`config.mk`:
```
export PLATFORM = sky130hd
export DESIGN_NAME = serial_sub_unit
export DESIGN_NICKNAME = d
export VERILOG_FILES = /design/src/rtl/lab_arith_pkg.sv /design/src/rtl/full_sub_cell.sv /design/src/rtl/serial_sub_unit.sv
export SDC_FILE = /design/constraint.sdc
export NUM_CORES = 1
export LEC_CHECK = 0
export ABC_AREA = 1
export BUFFER_PORTS_ARGS = -buffer_cell sky130_fd_sc_hd__buf_4
export CAP_MARGIN = 20
export CELL_PAD_IN_SITES_DETAIL_PLACEMENT = 1
export CELL_PAD_IN_SITES_GLOBAL_PLACEMENT = 1
export CORE_MARGIN = 2
export CORE_UTILIZATION = 40
export CTS_BUF_LIST = sky130_fd_sc_hd__clkbuf_8
export DETAILED_ROUTE_END_ITERATION = 10
export GPL_ROUTABILITY_DRIVEN = 0
export GPL_TIMING_DRIVEN = 0
export PLACE_DENSITY = 0.86
export SKIP_CTS_REPAIR_TIMING = 1
export SLEW_MARGIN = 20
export SYNTH_ARGS = -nofsm -noshare
export SYNTH_HDL_FRONTEND = slang
export SYNTH_HIERARCHICAL = 1
export SYNTH_SLANG_ARGS = --single-unit
```
`constraint.sdc`:
```
create_clock -name clk -period 3.25 [get_ports clk]
set_clock_uncertainty 0.05 [all_clocks]
set_input_delay 0.1625 -clock clk [delete_from_list [all_inputs] [get_ports clk]]
set_output_delay 0.1625 -clock clk [all_outputs]
set_load 0.01 [all_outputs]
```
`src/rtl/lab_arith_pkg.sv`:
```
// Shared definitions for the lab arithmetic units: FSM state encoding and
// counter sizing helper.
package lab_arith_pkg;

    typedef enum logic [1:0] {
        IDLE = 2'd0,
        RUN  = 2'd1,
        DONE = 2'd2
    } state_t;

    // Bit-counter width for a WIDTH-bit serial operation, never less than 1.
    function automatic int cnt_width(input int w);
        return (w <= 2) ? 1 : $clog2(w);
    endfunction

endpackage

```
`src/rtl/full_sub_cell.sv`:
```
// Combinational 1-bit full subtractor: d = x - y - bin, with borrow-out.
module full_sub_cell (
    input  logic x,
    input  logic y,
    input  logic bin,
    output logic d,
    output logic bout
);

    assign d    = x ^ y ^ bin;
    assign bout = (~x & y) | (~(x ^ y) & bin);

endmodule

```
`src/rtl/serial_sub_unit.sv`:
```
// Bit-serial subtractor: diff = a - b - bin over WIDTH bits, LSB first,
// through one full_sub_cell and a borrow flip-flop.
module serial_sub_unit #(
    parameter int WIDTH = 8
) (
    input  logic             clk,
    input  logic             rst_n,
    input  logic             start,
    input  logic [WIDTH-1:0] a,
    input  logic [WIDTH-1:0] b,
    input  logic             bin,
    output logic             busy,
    output logic             done,
    output logic [WIDTH-1:0] diff,
    output logic             bout,
    output logic             ovf
);

    import lab_arith_pkg::*;

    localparam int            CW   = cnt_width(WIDTH);
    localparam logic [CW-1:0] LAST = CW'(WIDTH - 1);

    state_t           state, state_nxt;
    logic [CW-1:0]    cnt;
    logic [WIDTH-1:0] a_sh, b_sh, res, res_nxt;
    logic             brw, a_msb, b_msb;
    logic             cell_d, cell_b;
    logic             load, last;

    full_sub_cell u_cell (
        .x    (a_sh[0]),
        .y    (b_sh[0]),
        .bin  (brw),
        .d    (cell_d),
        .bout (cell_b)
    );

    assign busy = (state == RUN);
    assign done = (state == DONE);
    assign load = start && (state != RUN);
    assign last = (state == RUN) && (cnt == LAST);

    // Shift the new bit into the MSB; the width-1 form also covers WIDTH==1.
    assign res_nxt = WIDTH'({cell_d, res} >> 1);

    always_comb begin
        state_nxt = state;
        case (state)
            IDLE:    if (start) state_nxt = RUN;
            RUN:     if (last)  state_nxt = DONE;
            DONE:    state_nxt = start ? RUN : IDLE;
            default: state_nxt = IDLE;
        endcase
    end

    always_ff @(posedge clk) begin
        if (!rst_n) begin
            state <= IDLE;
            cnt   <= '0;
            a_sh  <= '0;
            b_sh  <= '0;
            res   <= '0;
            brw   <= 1'b0;
            a_msb <= 1'b0;
            b_msb <= 1'b0;
            diff  <= '0;
            bout  <= 1'b0;
            ovf   <= 1'b0;
        end else begin
            state <= state_nxt;
            if (load) begin
                a_sh  <= a;
                b_sh  <= b;
                brw   <= bin;
                cnt   <= '0;
                a_msb <= a[WIDTH-1];
                b_msb <= b[WIDTH-1];
            end else if (state == RUN) begin
                a_sh <= a_sh >> 1;
                b_sh <= b_sh >> 1;
                brw  <= cell_b;
                res  <= res_nxt;
                cnt  <= cnt + CW'(1);
                // Published results only change here, so they hold across IDLE/RUN.
                if (last) begin
                    diff <= res_nxt;
                    bout <= cell_b;
                    ovf  <= (a_msb != b_msb) && (cell_d != a_msb);
                end
            end
        end
    end

endmodule

```
==> out/qor.yml <==
cts.sinks: 41
worstMarginPinSlew_ns: 0.503
cpPeakStageDelay_ns: 0.41
setup.worst_path.end_class: "output port"
syn_area_mm2: 0.00175
dp_hpwl_um: 3080
cts_buffer_depth: 2
crit_path_max_fanout: 10
final_layout_size_suffix_gt1_frac: 0.188
drc: 0
grt_overflow: 0
critPathTopFamily: "flip-flops"
r2r_slack_ns: 1.73
synth_ff_type: "dfxtp_1"
ant_nets: 0
fin_crit_sh: 0.479
hp-class: "primary input to register"
place_ws_ns: 1.71
die_area_mm2: 0.00491
core-area_mm2: 0.00429
hp-start: "a[7]"
ys_warn_count: 6
grt_setup_unrepaired: "false"
ys_ff_latch: 41
cts_buffers: 5
synthDistinctLibCells: 19
ys_top_cells_by_area: "dfxtp_1 (47%), nand3_1 (15%), nand2_1 (12%)"
critPathSlowestCell: "dfxtp_1"
start_util: 0.407
holdPathEnd: "a_msb"
synth-edff-count: 0
status: "finished clean"
relSlewSlack: 0.665
routed_wl_um: 4360
tns_ns: 0
via_per_inst: 4.96
seqCellArea_um2: 821
slew_violations: 0
timing.final.ws_setup_ns: 1.69
grt_pass1_vias: 1587
grt_max_degree: 14
synthCells: 239
port_buffers: 30
fmax_mhz: 643
powerDensity_mw_per_mm2: 538
path_cells: "inv_2, nor2_4, buf_6, buf_4"
nets: 299
htree_num_levels: 2
critPathLaunchType: "register"
area_growth_pct: 24.3
grt_pass1_wl_um: 7340
critPathRequiredTime_ns: 3.04
firstDrtPassIters: 4
drt_iter0_markers: 82
grtUsageTotal: 0.189
rows: 24
num_vias: 1631
hold_violations: 0
diodes: 0
clk_pin_slew_ns: 0.08
avgSynthCellArea_um2: 7.31
die_w_um: 70.1
cap_viol_max_count: 0
synth-async-reset-ratio: 0
syn-num-nets: 262
hold_depth: 3
final-setup-viol-count: 0
reg2reg_depth: 7
cts_tree: "done"
r2r-start: "b_sh[0]"
criticalPathCategory: "register to output port"
wl_per_cell_um: 13.2
irDropWorstVdd_v: 0.000252
io_pins: 32
leakage_nw: 1.05
fillCellCount: 566
cts_root_buf: "clkbuf_8"
fin_crit_ns: 1.56
multi_input_area_um2: 736
synth-seq-area-share: 0.470
netlist.area_leader.share: 0.470
antenna_found_initial: 0
clk_latency_ns: 0.30
synth_area_leader_cell: "dfxtp_1"
timing.rr.end: "ovf"
utilization: 0.506
critPathArrivalTime_ns: 1.34
power_mw: 1.17
die_h_um: 70.1
cp.buffers_inverters: 3
==> placed cells by master, fill, tap and decap left out, types with 2 or more instances in the layout <==
cell	netlist	routed
clkbuf_8	0	5
o21ai_0	11	11
nand2_1	57	57
nand3_1	52	52
o21ai_1	2	2
a21oi_1	12	12
ha_1	2	2
buf_2	5	5
dfxtp_1	41	41
clkinv_1	2	2
bufinv_16	0	2
clkbuf_1	2	2
buf_4	4	34
nor2_1	17	17
inv_2	2	2
inv_1	24	24
buf_6	2	2
==> cell type report <==
type | instances | area share
tap | 52 | 0.0300
inverter | 28 | 0.0484
sequential | 41 | 0.378
buffer | 13 | 0.0392
clock buffer | 5 | 0.0317
timing repair buffer | 30 | 0.104
multi-input combinational | 157 | 0.339
clock inverter | 3 | 0.0300
==> worst min-delay path: stages <==
cell and delay, ns:
buf_4 0.08, nand3_1 0.07, o21ai_0 0.07
==> cells by family after synthesis <==
| kind of cell | after synthesis | synth area share |
|---|---|---|
| fa+ha+maj | 3 | 0.0258 |
| xor+xnor | 1 | 0.00502 |
| buf+inv | 41 | 0.109 |
| simple gates | 127 | 0.314 |
| flops | 41 | 0.470 |
| compound gates | 26 | 0.0759 |
==> sequential cells by signal (all words and copies together) (netlist names) <==
register,count
cnt,3
ovf,1
state,2
res,7
diff,8
b_msb,1
brw,1
a_msb,1
b_sh,8
bout,1
a_sh,8
==> worst max-delay path by stage <==
stage,from,to,cells past startpoint
after floorplan,b_sh[0],ovf,7
after global placement,cnt[0],diff[7],6
after global routing,state[0],busy,4
after CTS,state[0],busy,4
final,state[0],busy,4
after detailed placement,cnt[0],diff[7],6
==> metrics by stage <==
| stage | std cells | instance area [um2] | hold slack (ns) |
|---|---|---|---|
| 2_1_floorplan | 239 | 1750 | 0.269 |
| 3_3_place_gp | 321 | 2040 | 0.369 |
| 4_1_cts | 329 | 2170 | 0.0634 |
| 6_report | 329 | 2170 | 0.0710 |
| 5_1_grt | 329 | 2170 | 0.0920 |
| 3_5_place_dp | 321 | 2040 | 0.377 |
==> power breakdown <==
group / switching (mW) / internal, mW / total (mW)
clock network: 0.185 / 0.305 / 0.490
logic: 0.0791 / 0.0557 / 0.135
registers: 0.0156 / 0.527 / 0.543
==> synthesized netlist by cell type, drive strengths merged (2+ instances only) <==
cell and instances:
nand3 52, dfxtp 41, ha 2, nor2 18
clkinv 2, a21oi 12, nand2 57, buf 11
o21ai 13, inv 26, clkbuf 2
==> metal layers <==
metal | routed length (um) | GRT usage | vias to the layer above
met5 | 0 | 0 | -
met4 | 49 | 0.0513 | 0
met2 | 2130 | 0.333 | 31
li1 | - | - | 837
met3 | 154 | 0.0447 | 7
met1 | 2030 | 0.229 | 756
(Power assumes the default switching activity.)
